<file path="src/rtl/pipe_ctrl_pkg.sv">
// Shared constants for the pipeline controller: widths, exception codes,
// MEM-stage control ops, control-register addresses and STATUS bit positions.
package pipe_ctrl_pkg;

  localparam int WORD      = 32;
  localparam int WORD_ADDR = 30;

  // Exception codes carried down the pipe to MEM
  localparam logic [2:0] EXP_NONE     = 3'd0;
  localparam logic [2:0] EXP_INT      = 3'd1;
  localparam logic [2:0] EXP_UNDEF    = 3'd2;
  localparam logic [2:0] EXP_OVF      = 3'd3;
  localparam logic [2:0] EXP_MISALIGN = 3'd4;
  localparam logic [2:0] EXP_TRAP     = 3'd5;
  localparam logic [2:0] EXP_PRV      = 3'd6;

  // MEM-stage control operations (code 3 is reserved and behaves as NOP)
  localparam logic [1:0] CTRL_NOP  = 2'd0;
  localparam logic [1:0] CTRL_WRCR = 2'd1;
  localparam logic [1:0] CTRL_EXRT = 2'd2;

  // Control-register addresses (low three bits of the 5-bit address)
  localparam logic [2:0] CREG_STATUS     = 3'd0;
  localparam logic [2:0] CREG_PRE_STATUS = 3'd1;
  localparam logic [2:0] CREG_RSVD       = 3'd2;
  localparam logic [2:0] CREG_INT_MASK   = 3'd3;
  localparam logic [2:0] CREG_IRQ        = 3'd4;
  localparam logic [2:0] CREG_EPC        = 3'd5;
  localparam logic [2:0] CREG_EXP_VECTOR = 3'd6;
  localparam logic [2:0] CREG_CAUSE      = 3'd7;

  // STATUS bit positions
  localparam int STATUS_EXE_MODE = 0;
  localparam int STATUS_INT_EN   = 1;

  typedef enum logic {
    ST_RUN      = 1'b0,
    ST_REDIRECT = 1'b1
  } state_t;

endpackage

</file>
<file path="src/rtl/pipe_ctrl_creg.sv">
// Control-register file: STATUS, PRE_STATUS, INT_MASK, EPC, EXP_VECTOR, CAUSE,
// plus the live IRQ view. Exception entry/return update the registers directly;
// WRCR writes are forwarded to the combinational read port in the same cycle.
module pipe_ctrl_creg
  import pipe_ctrl_pkg::*;
#(
  parameter int              IRQ_W        = 8,
  parameter logic [29:0]     RESET_VECTOR = 30'h0
) (
  input  logic                 clk,
  input  logic                 rst,
  input  logic [IRQ_W-1:0]     irq,
  input  logic                 wr_en,
  input  logic [4:0]           wr_addr,
  input  logic [WORD-1:0]      wr_data,
  input  logic                 exc_en,
  input  logic                 exrt_en,
  input  logic [WORD_ADDR-1:0] exc_pc,
  input  logic                 exc_br_flag,
  input  logic [2:0]           exc_code,
  input  logic [4:0]           rd_addr,
  output logic [WORD-1:0]      rd_data,
  output logic [1:0]           status,
  output logic [IRQ_W-1:0]     int_mask,
  output logic [WORD_ADDR-1:0] epc,
  output logic [WORD_ADDR-1:0] exp_vector
);

  logic [1:0]           status_reg;
  logic [1:0]           pre_status_reg;
  logic [IRQ_W-1:0]     int_mask_reg;
  logic [WORD_ADDR-1:0] epc_reg;
  logic [WORD_ADDR-1:0] exp_vector_reg;
  logic [3:0]           cause_reg;

  // Addresses 8-31 are unmapped, so only the low bank can be written
  logic wr_hit;
  logic wr_status, wr_pre_status, wr_int_mask, wr_epc, wr_exp_vector, wr_cause;

  assign wr_hit        = wr_en && (wr_addr[4:3] == 2'b00);
  assign wr_status     = wr_hit && (wr_addr[2:0] == CREG_STATUS);
  assign wr_pre_status = wr_hit && (wr_addr[2:0] == CREG_PRE_STATUS);
  assign wr_int_mask   = wr_hit && (wr_addr[2:0] == CREG_INT_MASK);
  assign wr_epc        = wr_hit && (wr_addr[2:0] == CREG_EPC);
  assign wr_exp_vector = wr_hit && (wr_addr[2:0] == CREG_EXP_VECTOR);
  assign wr_cause      = wr_hit && (wr_addr[2:0] == CREG_CAUSE);

  // Register updates: exception entry, exception return, or a WRCR write
  always_ff @(posedge clk or negedge rst) begin
    if (!rst) begin
      status_reg     <= '0;
      pre_status_reg <= '0;
      int_mask_reg   <= '1;
      epc_reg        <= '0;
      exp_vector_reg <= RESET_VECTOR;
      cause_reg      <= '0;
    end else if (exc_en) begin
      pre_status_reg <= status_reg;
      status_reg     <= '0;
      epc_reg        <= exc_br_flag ? (exc_pc - 30'd1) : exc_pc;
      cause_reg      <= {exc_br_flag, exc_code};
    end else if (exrt_en) begin
      status_reg <= pre_status_reg;
    end else begin
      if (wr_status)     status_reg     <= wr_data[1:0];
      if (wr_pre_status) pre_status_reg <= wr_data[1:0];
      if (wr_int_mask)   int_mask_reg   <= wr_data[IRQ_W-1:0];
      if (wr_epc)        epc_reg        <= wr_data[WORD-1:2];
      if (wr_exp_vector) exp_vector_reg <= wr_data[WORD-1:2];
      if (wr_cause)      cause_reg      <= wr_data[3:0];
    end
  end

  // Read mux over the post-write view so a same-cycle WRCR is forwarded to ID
  always_comb begin
    rd_data = '0;
    if (rd_addr[4:3] == 2'b00) begin
      case (rd_addr[2:0])
        CREG_STATUS:     rd_data[1:0] = wr_status ? wr_data[1:0] : status_reg;
        CREG_PRE_STATUS: rd_data[1:0] = wr_pre_status ? wr_data[1:0] : pre_status_reg;
        CREG_INT_MASK:   rd_data[IRQ_W-1:0] = wr_int_mask ? wr_data[IRQ_W-1:0] : int_mask_reg;
        CREG_IRQ:        rd_data[IRQ_W-1:0] = irq;
        CREG_EPC:        rd_data[WORD-1:2] = wr_epc ? wr_data[WORD-1:2] : epc_reg;
        CREG_EXP_VECTOR: rd_data[WORD-1:2] = wr_exp_vector ? wr_data[WORD-1:2] : exp_vector_reg;
        CREG_CAUSE:      rd_data[3:0] = wr_cause ? wr_data[3:0] : cause_reg;
        default:         rd_data = '0;
      endcase
    end
  end

  assign status     = status_reg;
  assign int_mask   = int_mask_reg;
  assign epc        = epc_reg;
  assign exp_vector = exp_vector_reg;

endmodule

</file>
<file path="src/rtl/pipe_ctrl.sv">
// Pipeline controller: per-stage stall/flush generation, interrupt detect,
// MEM-stage commit of exceptions / EXRT / WRCR, and the one-cycle redirect.
module pipe_ctrl
  import pipe_ctrl_pkg::*;
#(
  parameter int          IRQ_W        = 8,
  parameter logic [29:0] RESET_VECTOR = 30'h0
) (
  input  logic                 clk,
  input  logic                 rst,
  input  logic [IRQ_W-1:0]     irq,
  input  logic                 if_busy,
  input  logic                 mem_busy,
  input  logic                 ld_hazard,
  input  logic [WORD_ADDR-1:0] mem_pc,
  input  logic                 mem_en,
  input  logic                 mem_br_flag,
  input  logic [1:0]           mem_ctrl_op,
  input  logic [4:0]           mem_dst_addr,
  input  logic [2:0]           mem_exp_code,
  input  logic [WORD-1:0]      mem_out,
  input  logic [4:0]           creg_rd_addr,
  output logic [WORD-1:0]      creg_rd_data,
  output logic                 exe_mode,
  output logic                 if_stall,
  output logic                 id_stall,
  output logic                 ex_stall,
  output logic                 mem_stall,
  output logic                 if_flush,
  output logic                 id_flush,
  output logic                 ex_flush,
  output logic                 mem_flush,
  output logic                 int_detect,
  output logic [WORD_ADDR-1:0] new_pc
);

  state_t               state_reg, state_next;
  logic [WORD_ADDR-1:0] new_pc_reg, new_pc_next;

  logic                 busy;
  logic                 commit;
  logic                 exc_en, exrt_en, wr_en;
  logic [1:0]           status;
  logic [IRQ_W-1:0]     int_mask;
  logic [WORD_ADDR-1:0] epc;
  logic [WORD_ADDR-1:0] exp_vector;

  assign busy      = if_busy | mem_busy;
  assign if_stall  = busy | ld_hazard;
  assign id_stall  = busy;
  assign ex_stall  = busy;
  assign mem_stall = busy;

  assign exe_mode   = status[STATUS_EXE_MODE];
  assign int_detect = status[STATUS_INT_EN] & (|(irq & ~int_mask));

  // A MEM slot commits only in RUN, when valid and not held by a stall.
  // Exceptions win over ctrl_op; WRCR from user mode is dropped silently.
  assign commit  = (state_reg == ST_RUN) && mem_en && !mem_stall;
  assign exc_en  = commit && (mem_exp_code != EXP_NONE);
  assign exrt_en = commit && (mem_exp_code == EXP_NONE) && (mem_ctrl_op == CTRL_EXRT);
  assign wr_en   = commit && (mem_exp_code == EXP_NONE) && (mem_ctrl_op == CTRL_WRCR)
                   && !status[STATUS_EXE_MODE];

  pipe_ctrl_creg #(
    .IRQ_W        (IRQ_W),
    .RESET_VECTOR (RESET_VECTOR)
  ) u_creg (
    .clk         (clk),
    .rst         (rst),
    .irq         (irq),
    .wr_en       (wr_en),
    .wr_addr     (mem_dst_addr),
    .wr_data     (mem_out),
    .exc_en      (exc_en),
    .exrt_en     (exrt_en),
    .exc_pc      (mem_pc),
    .exc_br_flag (mem_br_flag),
    .exc_code    (mem_exp_code),
    .rd_addr     (creg_rd_addr),
    .rd_data     (creg_rd_data),
    .status      (status),
    .int_mask    (int_mask),
    .epc         (epc),
    .exp_vector  (exp_vector)
  );

  // State and redirect-target registers; async reset clears flushes at once
  always_ff @(posedge clk or negedge rst) begin
    if (!rst) begin
      state_reg  <= ST_RUN;
      new_pc_reg <= '0;
    end else begin
      state_reg  <= state_next;
      new_pc_reg <= new_pc_next;
    end
  end

  // Next-state and flush decode: REDIRECT lasts one cycle regardless of busy
  always_comb begin
    state_next  = state_reg;
    new_pc_next = new_pc_reg;
    if_flush    = 1'b0;
    id_flush    = 1'b0;
    ex_flush    = 1'b0;
    mem_flush   = 1'b0;
    case (state_reg)
      ST_RUN: begin
        id_flush = ld_hazard & ~busy;
        if (exc_en) begin
          new_pc_next = exp_vector;
          state_next  = ST_REDIRECT;
        end else if (exrt_en) begin
          new_pc_next = epc;
          state_next  = ST_REDIRECT;
        end
      end
      ST_REDIRECT: begin
        if_flush   = 1'b1;
        id_flush   = 1'b1;
        ex_flush   = 1'b1;
        mem_flush  = 1'b1;
        state_next = ST_RUN;
      end
      default: state_next = ST_RUN;
    endcase
  end

  assign new_pc = new_pc_reg;

endmodule

</file>
<file path="config.mk">
export PLATFORM = sky130hd
export DESIGN_NAME = pipe_ctrl
export DESIGN_NICKNAME = d
export VERILOG_FILES = /design/src/rtl/pipe_ctrl_pkg.sv /design/src/rtl/pipe_ctrl_creg.sv /design/src/rtl/pipe_ctrl.sv
export SDC_FILE = /design/constraint.sdc
export NUM_CORES = 1
export LEC_CHECK = 0
export BUFFER_PORTS_ARGS = -buffer_cell sky130_fd_sc_hd__buf_2
export CAP_MARGIN = 20
export CORE_ASPECT_RATIO = 0.8
export CORE_MARGIN = 4
export CORE_UTILIZATION = 40
export CTS_CLUSTER_SIZE = 40
export DETAILED_ROUTE_END_ITERATION = 8
export PLACE_DENSITY = 0.76
export SLEW_MARGIN = 20
export SYNTH_ARGS = -nofsm -noshare
export SYNTH_HDL_FRONTEND = slang
export SYNTH_SLANG_ARGS = --single-unit
</file>
<file path="constraint.sdc">
create_clock -name clk -period 4.8 [get_ports clk]
set_input_delay 1.44 -clock clk [delete_from_list [all_inputs] [get_ports clk]]
set_output_delay 1.44 -clock clk [all_outputs]
set_load 0.02 [all_outputs]
</file>
After elaboration in Yosys (flattened, before gate mapping)
Cells that the tools add are included.
- flip-flop bits (word level): 107
- bits of input ports: 92
- output and inout port bits: 72
- add/sub/neg operators: 1
- eq/ne operators: 14
- muxes and demuxes: 27
- bitwise gates (word level): 10
- reduce and logical (&&, ||, !) cells: 26
- operators by type and width (kind ; count):
    $mux W30 ; 7
    $pmux W24 S2 ; 1
    $mux W32 ; 1
    $sub A30 B1 Y30 const B ; 1
    $eq A3 B3 Y1 const B ; 7
    $pmux W2 S5 ; 2
    $pmux W4 S4 ; 1
    $logic_and A1 B1 Y1 ; 14
    $mux W2 ; 6
    $mux W4 ; 3
    $logic_not A3 Y1 ; 3
    $and A8 B8 Y8 ; 1
    $mux W8 ; 1
    $not A8 Y8 ; 1
    $reduce_or A8 Y1 ; 1
    $eq A3 B1 Y1 const B ; 2
    $eq A3 B2 Y1 const B ; 2
    $logic_not A2 Y1 ; 2
    $not A1 Y1 ; 4
    $pmux W1 S2 ; 2
    $reduce_and A2 Y1 ; 2
    $mux W1 ; 3
    $reduce_bool A3 Y1 ; 1
    $and A1 B1 Y1 ; 2
    other kinds (6) ; 8

Logic depth before layout (Yosys ltp)
Gate-level depths: netlist of run 1.
- word-level depth: 11
- gate-level depth with buffers: 8
- mapped depth without buffers: 7

Modules after synthesis
Synthesis of run 1 repeated with hierarchy kept, for this count alone.
- cell total of the unflattened synthesis: 727
- area, all modules: 7199.4 um2
- modules (own cells, without submodules) (module ; instances ; cells each ; area each (um2) ; seq. area each (um2)):
    pipe_ctrl_creg ; 1 ; 553 ; 5366.4 ; 1911.8
    pipe_ctrl ; 1 ; 174 ; 1833.0 ; 775.7

Worst setup path before layout of run 1
No wires, ideal clock.
- kind: input -> output
- from: input port mem_exp_code[2]
- to: output port creg_rd_data[0]
- data arrival time: 3525 ps
- required time: 3360 ps
- path slack: -165 ps
- stages: 6
- cells stage by stage: or4b_1 -> or4_1 -> buf_4 -> mux2_4 -> a32o_1 -> o31a_1
- word-level cells in the longest chain between the ends: 9
- ends and longest elaborated chain (item ; line ; source):
    start: declaration ; pipe_ctrl.sv:20 ; input logic [2:0] mem_exp_code,
    $logic_not A3 Y1 * ; pipe_ctrl.sv:62 ; assign wr_en = commit && (mem_exp_code == EXP_NONE) && (mem_ctrl_op == CTRL_WRCR)
    $logic_and A1 B1 Y1 * (2 in series) ; pipe_ctrl.sv:62 ;
    $logic_and A1 B1 Y1 * ; pipe_ctrl.sv:63 ; && !status[STATUS_EXE_MODE];
    $logic_and A1 B1 Y1 * ; pipe_ctrl_creg.sv:40 ; assign wr_hit = wr_en && (wr_addr[4:3] == 2'b00);
    $logic_and A1 B1 Y1 (on tied branches) ; -- ;
    $mux W4, or another cell as far along ; -- ;
    $pmux W2 S5 * ; pipe_ctrl_creg.sv:78 ; case (rd_addr[2:0])
    $mux W32 * ; pipe_ctrl_creg.sv:77 ; if (rd_addr[4:3] == 2'b00) begin
    end: declaration ; pipe_ctrl.sv:23 ; output logic [WORD-1:0] creg_rd_data,
Every way passes the cells marked *; elsewhere a longest branch is shown, timed or not.

Worst setup path in the final report of run 1
Same ends and word-level chain as after synthesis.

==> metrics.md, run 1 <==
| Metric | Value |
|---|---|
| GRT overflow | 0 |
| Starting density of the core | 0.415 |
| Fmax | 0.199 GHz |
| Fin. Hold Viols | 0 |
| Synth area leaders | dfrtp_1 39%, nand2_1 14%, a21oi_1 4.1% |
| Outcome | finished with violations |
| Fin nets | 1,049 |
| VDD IR max | 0.176 mV |
| Area share of the largest cell type after synthesis | 0.393 |
| Final Power | 2.44 mW |
| Critical path data arrival time | 3590 ps |
| P&R area growth vs syn | 31.2% |
| Routed len/inst | 17.4 µm |
| Synth Flop Type | dfrtp_1 |
| Max-cap violation count | 0 |
| H-tree depth | 3 |
| CTS Buf Count | 9 |
| Yosys reg bits | 107 |
| Clk_lat worst skew | 340 ps |
| Worst setup SP type | primary input |
| Drt pass-1 iters | 7 |
| Power density over the cells | 295 mW/mm² |
| Mapped Area | 0.00631 mm² |
| Core Region | 0.0152 mm² |
| Initial antenna violation count | 0 |
| Port Buffers | 163 |
| Root Driver | clkbuf_16 |
| Full die area | 0.0179 mm² |
| Clock sinks | 107 |
| Iter 0 DRT Violations | 410 |
| Netlist cell types | 60 |
| TritonCTS clock tree | yes |
| Critical path class | in -> out |
| EDFF count, synth | 0 |
| CP max FO | 8 |
| Die Wd | 148 µm |
| Unrepaired setup endpoints after global routing | true |
| First-pass GRT wire length | 32,600 µm |
| DRC | 0 |
| Post-synthesis cell count | 757 |
| Largest net degree at the start of global routing | 52 |
| Number of nets with antenna violations after routing | 0 |
| Core Rows | 40 |
| Clock period minus worst slack | 5030 ps |
| Place WS | -306 ps |
| Slew headroom | 0.534 |
| Vias per inst | 5.45 |
| Post-synth ARST share | 1.00 |
| # setup viols final | 32 |
| Vias in the first global route | 6,135 |
| CTS Buffer Depth | 2 |
| Cell taking the most area after synthesis | dfrtp_1 |
| Final period util | 1.05 |
| YS warnings | 0 |
| Crit. End Element | output pin |
| # fillers | 1,446 |
| Boundary pin count | 164 |
| Violated checks | negative setup slack |
| Worst-Margin Slew | 694 ps |
| Post-layout util | 0.544 |
| DR vias | 6,380 |
| Slack of the critical path | -232 ps |
| Antenna cells | 0 |
| Synthesized area per cell | 8.34 µm² |
| Min-Delay Path Class | reg -> reg |
| Clock Skew | 6.25 ps |
| GPL Wtd Cong | 0.962 |
| Share of layout cells above drive strength 1 | 0.318 |
| Worst-path clk slew | 70 ps |
| Total Routing Usage GR | 0.228 |
| Post-synth net total | 850 |
| DP HPWL | 14,800 µm |
| Seq/Total Area, Yosys | 0.426 |
| Leakage | 3.82 nW |
| Die H | 120 µm |
| Routed Wire Length | 20,400 µm |
| Max Transition Viols Final | 0 |
| Worst path required time | 3360 ps |
==> layout by cell type (no fill, tap or decap), types with 7 or more instances in the layout <==
| cell | n |
|---|---|
| xor2_1 | 14 |
| o21a_1 | 26 |
| o211ai_1 | 22 |
| a31oi_1 | 34 |
| a21oi_1 | 51 |
| mux2_4 | 7 |
| buf_6 | 12 |
| nand2_1 | 230 |
| inv_1 | 16 |
| clkbuf_16 | 9 |
| mux2_2 | 10 |
| xnor2_1 | 15 |
| dfrtp_1 | 99 |
| nor2_1 | 50 |
| buf_2 | 153 |
| buf_4 | 66 |
| dfstp_2 | 8 |
| nand3_1 | 7 |
| nor3_1 | 12 |
==> power breakdown <==
part           switching (mW)  total, mW  internal (mW)
combinational           0.332      0.550          0.218
sequential             0.0857       1.11           1.02
clock                   0.345      0.783          0.438
==> cells in the mapped netlist (3+ instances only) <==
master    number
o22ai_1        4
xor2_1        14
buf_1          3
mux2_2        15
a31oi_1       35
a21oi_1       52
inv_1         16
nand2_1      231
a32o_1         5
xnor2_1       15
dfrtp_1       99
o21a_1        28
or4b_1         3
o211ai_1      22
a221o_1        6
nand4b_1       3
nor4_1         4
clkbuf_1      37
or3_1          7
o21ai_0        3
nor3_1        14
a22o_1         4
nor4_2         3
mux2i_1        6
nor2_1        52
nand3b_1       3
or4_1          7
nand3_1        7
buf_4          6
a22oi_1        8
dfstp_2        8
==> routing by layer <==
| metal | wire (µm) | vias to the layer above | GRT usage |
|---|---|---|---|
| met3 | 1720 | 21 | 0.0491 |
| li1 | - | 3050 | - |
| met5 | 0 | - | 0 |
| met2 | 9210 | 284 | 0.354 |
| met4 | 194 | 0 | 0.0427 |
| met1 | 9280 | 3025 | 0.330 |
==> what timing repair did <==
item,4_1_cts,5_1_grt
pin swaps,6,8
endpoints found under the hold margin,0,0
setup endpoints to repair,32,32
hold buffers,0,0
setup buffers,5,3
resized for setup,25,12
==> through the flow <==
stage | hold slack (ps) | instance area (µm²) | std cells | TNS [ps]
detailed placement | 466 | 7770 | 1149 | -4900
global placement | 451 | 7770 | 1149 | -3250
finish | 478 | 8280 | 1171 | -3030
CTS | 480 | 8220 | 1170 | -3930
floorplan | 438 | 6340 | 757 | -250
global route | 508 | 8280 | 1171 | -5760
==> final cells by class <==
cell class | instances | area, µm² | share of cell area
inverters | 17 | 63.8 | 0.00771
clock buffers | 12 | 256 | 0.0310
repair buffers | 235 | 1470 | 0.177
flip-flops and latches | 107 | 2690 | 0.325
multi-input cells | 586 | 3480 | 0.421
well taps | 210 | 263 | 0.0317
clock inverters | 4 | 55.1 | 0.00665
==> worst max-delay path, stage by stage <==
cell and delay (ps):
buf_6 100, or4b_4 530, or4_4 530, mux2_4 340, a32o_1 250, o31a_1 270
buf_6 140
==> final timing paths <==
check / startpoint / endpoint / slack (ps) / depth (start not counted)
setup / recovery: mem_exp_code[2] / creg_rd_data[0] / -230 / 7
hold / removal: u_creg.cause_reg[0] / u_creg.cause_reg[0] / 480 / 2
setup reg to reg: state_reg / new_pc[0] / 2400 / 6
hold reg to reg: u_creg.cause_reg[0] / u_creg.cause_reg[0] / 480 / 2
max in group asynchronous: rst / u_creg.int_mask[5] / 2770 / 2
min in group asynchronous: rst / new_pc[7] / 1110 / 1
==> cells by family (layout without fill, tap and decap cells) <==
group,Yosys count,count (layout),synth area share
AND/OR/NAND/NOR,351,351,0.253
AO/OA/AOI/OAI,181,181,0.195
flip-flops,107,107,0.426
buffers and inverters,64,268,0.0418
XOR/XNOR,29,29,0.0403
multiplexers,24,24,0.0428
adder cells (fa/ha/maj),1,1,0.00198
Power figures use the tool's default switching activity.
==> run 2: changes to the inputs <==
Settings changed: ABC_AREA from default to 1, PLACE_DENSITY 0.76 to 0.75.
==> metrics.md, run 2 <==
| Metric | Value |
|---|---|
| Outcome | complete, no violations |
| Total Routing Usage GR | 0.216 |
| VDD IR max | 0.146 mV |
| DRC | 0 |
| Top cells by count, synth | 249 x nand2_1, 126 x inv_1, 99 x dfrtp_1 |
| Critical path class | in -> out |
| Netlist cell types | 35 |
| Yosys reg bits | 107 |
| Max Transition Viols Final | 0 |
| CP max FO | 33 |
| Synth Flop Type | dfrtp_1 |
| Synthesized area per cell | 7.02 µm² |
| Most common cell in the netlist | nand2_1 |
| Post-synth net total | 1,054 |
| Setup TNS | 0 ps |
| First-pass GRT wire length | 32,900 µm |
| Fin. Hold Viols | 0 |
| Vias in the first global route | 6,380 |
| Cell taking the most area after synthesis | dfrtp_1 |
| Final period util | 0.960 |
| Slew headroom | 0.292 |
| Power density over the cells | 292 mW/mm² |
| Post-synth ARST share | 1.00 |
| Routed Wire Length | 20,400 µm |
| Fin nets | 1,200 |
| Antenna cells | 0 |
| CTS Hold Bufs | 0 |
| Commonest non-fill, non-tap cell in the layout | nand2_1 |
| Share of layout cells above drive strength 1 | 0.215 |
| Clk_lat worst skew | 360 ps |
| Clock period minus worst slack | 4610 ps |
| Worst path required time | 3360 ps |
| Core Rows | 42 |
| Clock sinks | 107 |
| # setup viols final | 0 |
| R2R cell count | 10 |
| Worst-path clk slew | 80 ps |
| DP HPWL | 14,900 µm |
| Die Wd | 153 µm |
| Synth area leaders | dfrtp_1 37%, nand2_1 14%, inv_1 7.0% |
| Mapped Area | 0.00674 mm² |
| EDFF count, synth | 0 |
| # fillers | 1,703 |
| TritonCTS clock tree | yes |
| Root Driver | clkbuf_16 |
| CTS Buf Count | 9 |
| Worst setup SP type | primary input |
| Die H | 124 µm |
| CTS Buffer Depth | 2 |
| YS warnings | 0 |
| Most frequent cells in the layout | 248 x nand2_1, 162 x buf_2, 125 x inv_1, 99 x dfrtp_1, 87 x nand3_1 |
| Routed len/inst | 15.3 µm |
| Initial antenna violation count | 1 |
| Full die area | 0.0190 mm² |
| Number of nets with antenna violations after routing | 0 |
| Boundary pin count | 164 |
| Min-Delay Path Class | reg -> reg |
| Port Buffers | 163 |
| Post-synthesis cell count | 961 |
| P&R area growth vs syn | 20.6% |
| Crit Reg-Reg Startpoint | state_reg |
| Unrepaired setup endpoints after global routing | false |
| Leakage | 4.07 nW |
| Largest net degree at the start of global routing | 107 |
| Critical path data arrival time | 3170 ps |
| Vias per inst | 5.12 |
| Area share of the largest cell type after synthesis | 0.367 |
| Max-cap violation count | 0 |
| Seq/Total Area, Yosys | 0.399 |
| R2R setup slack | 2270 ps |
| Fmax | 0.217 GHz |
| Worst r2r dst | new_pc[28] |
| DR vias | 6,817 |
| Iter 0 DRT Violations | 595 |
| Core Region | 0.0166 mm² |
| Crit path to | creg_rd_data[11] |
| Slack of the critical path | 191 ps |
| Drt pass-1 iters | 6 |
| Place WS | 108 ps |
| GRT overflow | 0 |
| Crit. End Element | output pin |
| H-tree depth | 3 |
| Clock Skew | 5.41 ps |
| GPL Wtd Cong | 0.907 |
| Starting density of the core | 0.407 |
| CP Launch Point | mem_ctrl_op[1] |
| Worst-Margin Slew | 1060 ps |
-- run 2: changes by cell type in the layout (fill, tap and decap cells not counted), sizes merged, moves of 30 or more --
cell | previous run | this run
buf | 235 | 191
o211ai | 24 | 54
a31oi | 35 | 0
o21ai | 3 | 91
nand3 | 7 | 89
inv | 18 | 130
-- run 2: area by class of cell --
| class | instances | area, µm² | share of cell area |
|---|---|---|---|
| Inverter | 127 | 477 | 0.0586 |
| Tap cell | 220 | 275 | 0.0338 |
| Sequential cell | 107 | 2690 | 0.330 |
| Clock buffer | 9 | 225 | 0.0277 |
| Multi-Input combinational cell | 671 | 3340 | 0.411 |
| Clock inverter | 7 | 58.8 | 0.00723 |
| Timing Repair Buffer | 191 | 1070 | 0.131 |
-- run 2: repair_timing --
item | 4_1_cts | 5_1_grt
buffers inserted | 0 | 3
hold endpoints to repair | 0 | 0
gates resized for setup | 0 | 4
endpoints found under the setup margin | 0 | 20
-- run 2: worst min path at each step --
stage                                   from            endpoint  slack (ps)  depth (start not counted)
after floorplan           u_creg.int_mask[5]  u_creg.int_mask[5]         470                          2
after global placement    u_creg.int_mask[7]  u_creg.int_mask[7]         480                          2
after detailed placement  u_creg.int_mask[7]  u_creg.int_mask[7]         480                          2
after CTS                 u_creg.int_mask[7]  u_creg.int_mask[7]         500                          2
after global routing      u_creg.int_mask[6]  u_creg.int_mask[6]         520                          2
final                     u_creg.int_mask[7]  u_creg.int_mask[7]         500                          2
-- run 2: critical path, cell delays in order --
cell and delay, ps:
buf_2 100, or2_1 230, nor2_4 230, nand3_2 180
inv_2 140, buf_12 200, nand2_1 70, o21ai_1 110
nand2_1 70, a21oi_1 180, buf_2 200
-- run 2: cell families after synthesis --
group                      Yosys count  synth area share
AOI/OAI and AO/OA                  191             0.172
DFF                                107             0.399
adders and majority gates            1           0.00186
buffers and inverters              183             0.110
xor gates and xnor gates            15            0.0195
and+or+nand+nor                    464             0.298
-- run 2: metrics by stage --
stage	utilization	power, mW	hold slack, ps	std cells	cell area [µm²]
after floorplan	-	1.43	470	961	6740
after global placement	0.472	1.65	479	1313	7810
after detailed placement	0.472	1.66	483	1313	7810
after CTS	0.489	2.39	497	1329	8090
after global routing	0.491	2.51	516	1332	8130
final	0.491	2.37	501	1332	8130
-- run 2: metal layers --
metal  up-vias  global-route usage  routed length (µm)
met5         -                   0                   7
met1      3104               0.306                9680
met2       246               0.335                8830
met3        24              0.0542                1530
li1       3441                   -                   -
met4         2              0.0551                 378
-- run 2: where the power goes --
group          switching [mW]  total, mW  internal (mW)  leakage [nW]
registers              0.0700       1.09           1.02          1.19
clock network           0.366      0.726          0.360         0.133
logic                   0.358      0.555          0.197          2.75
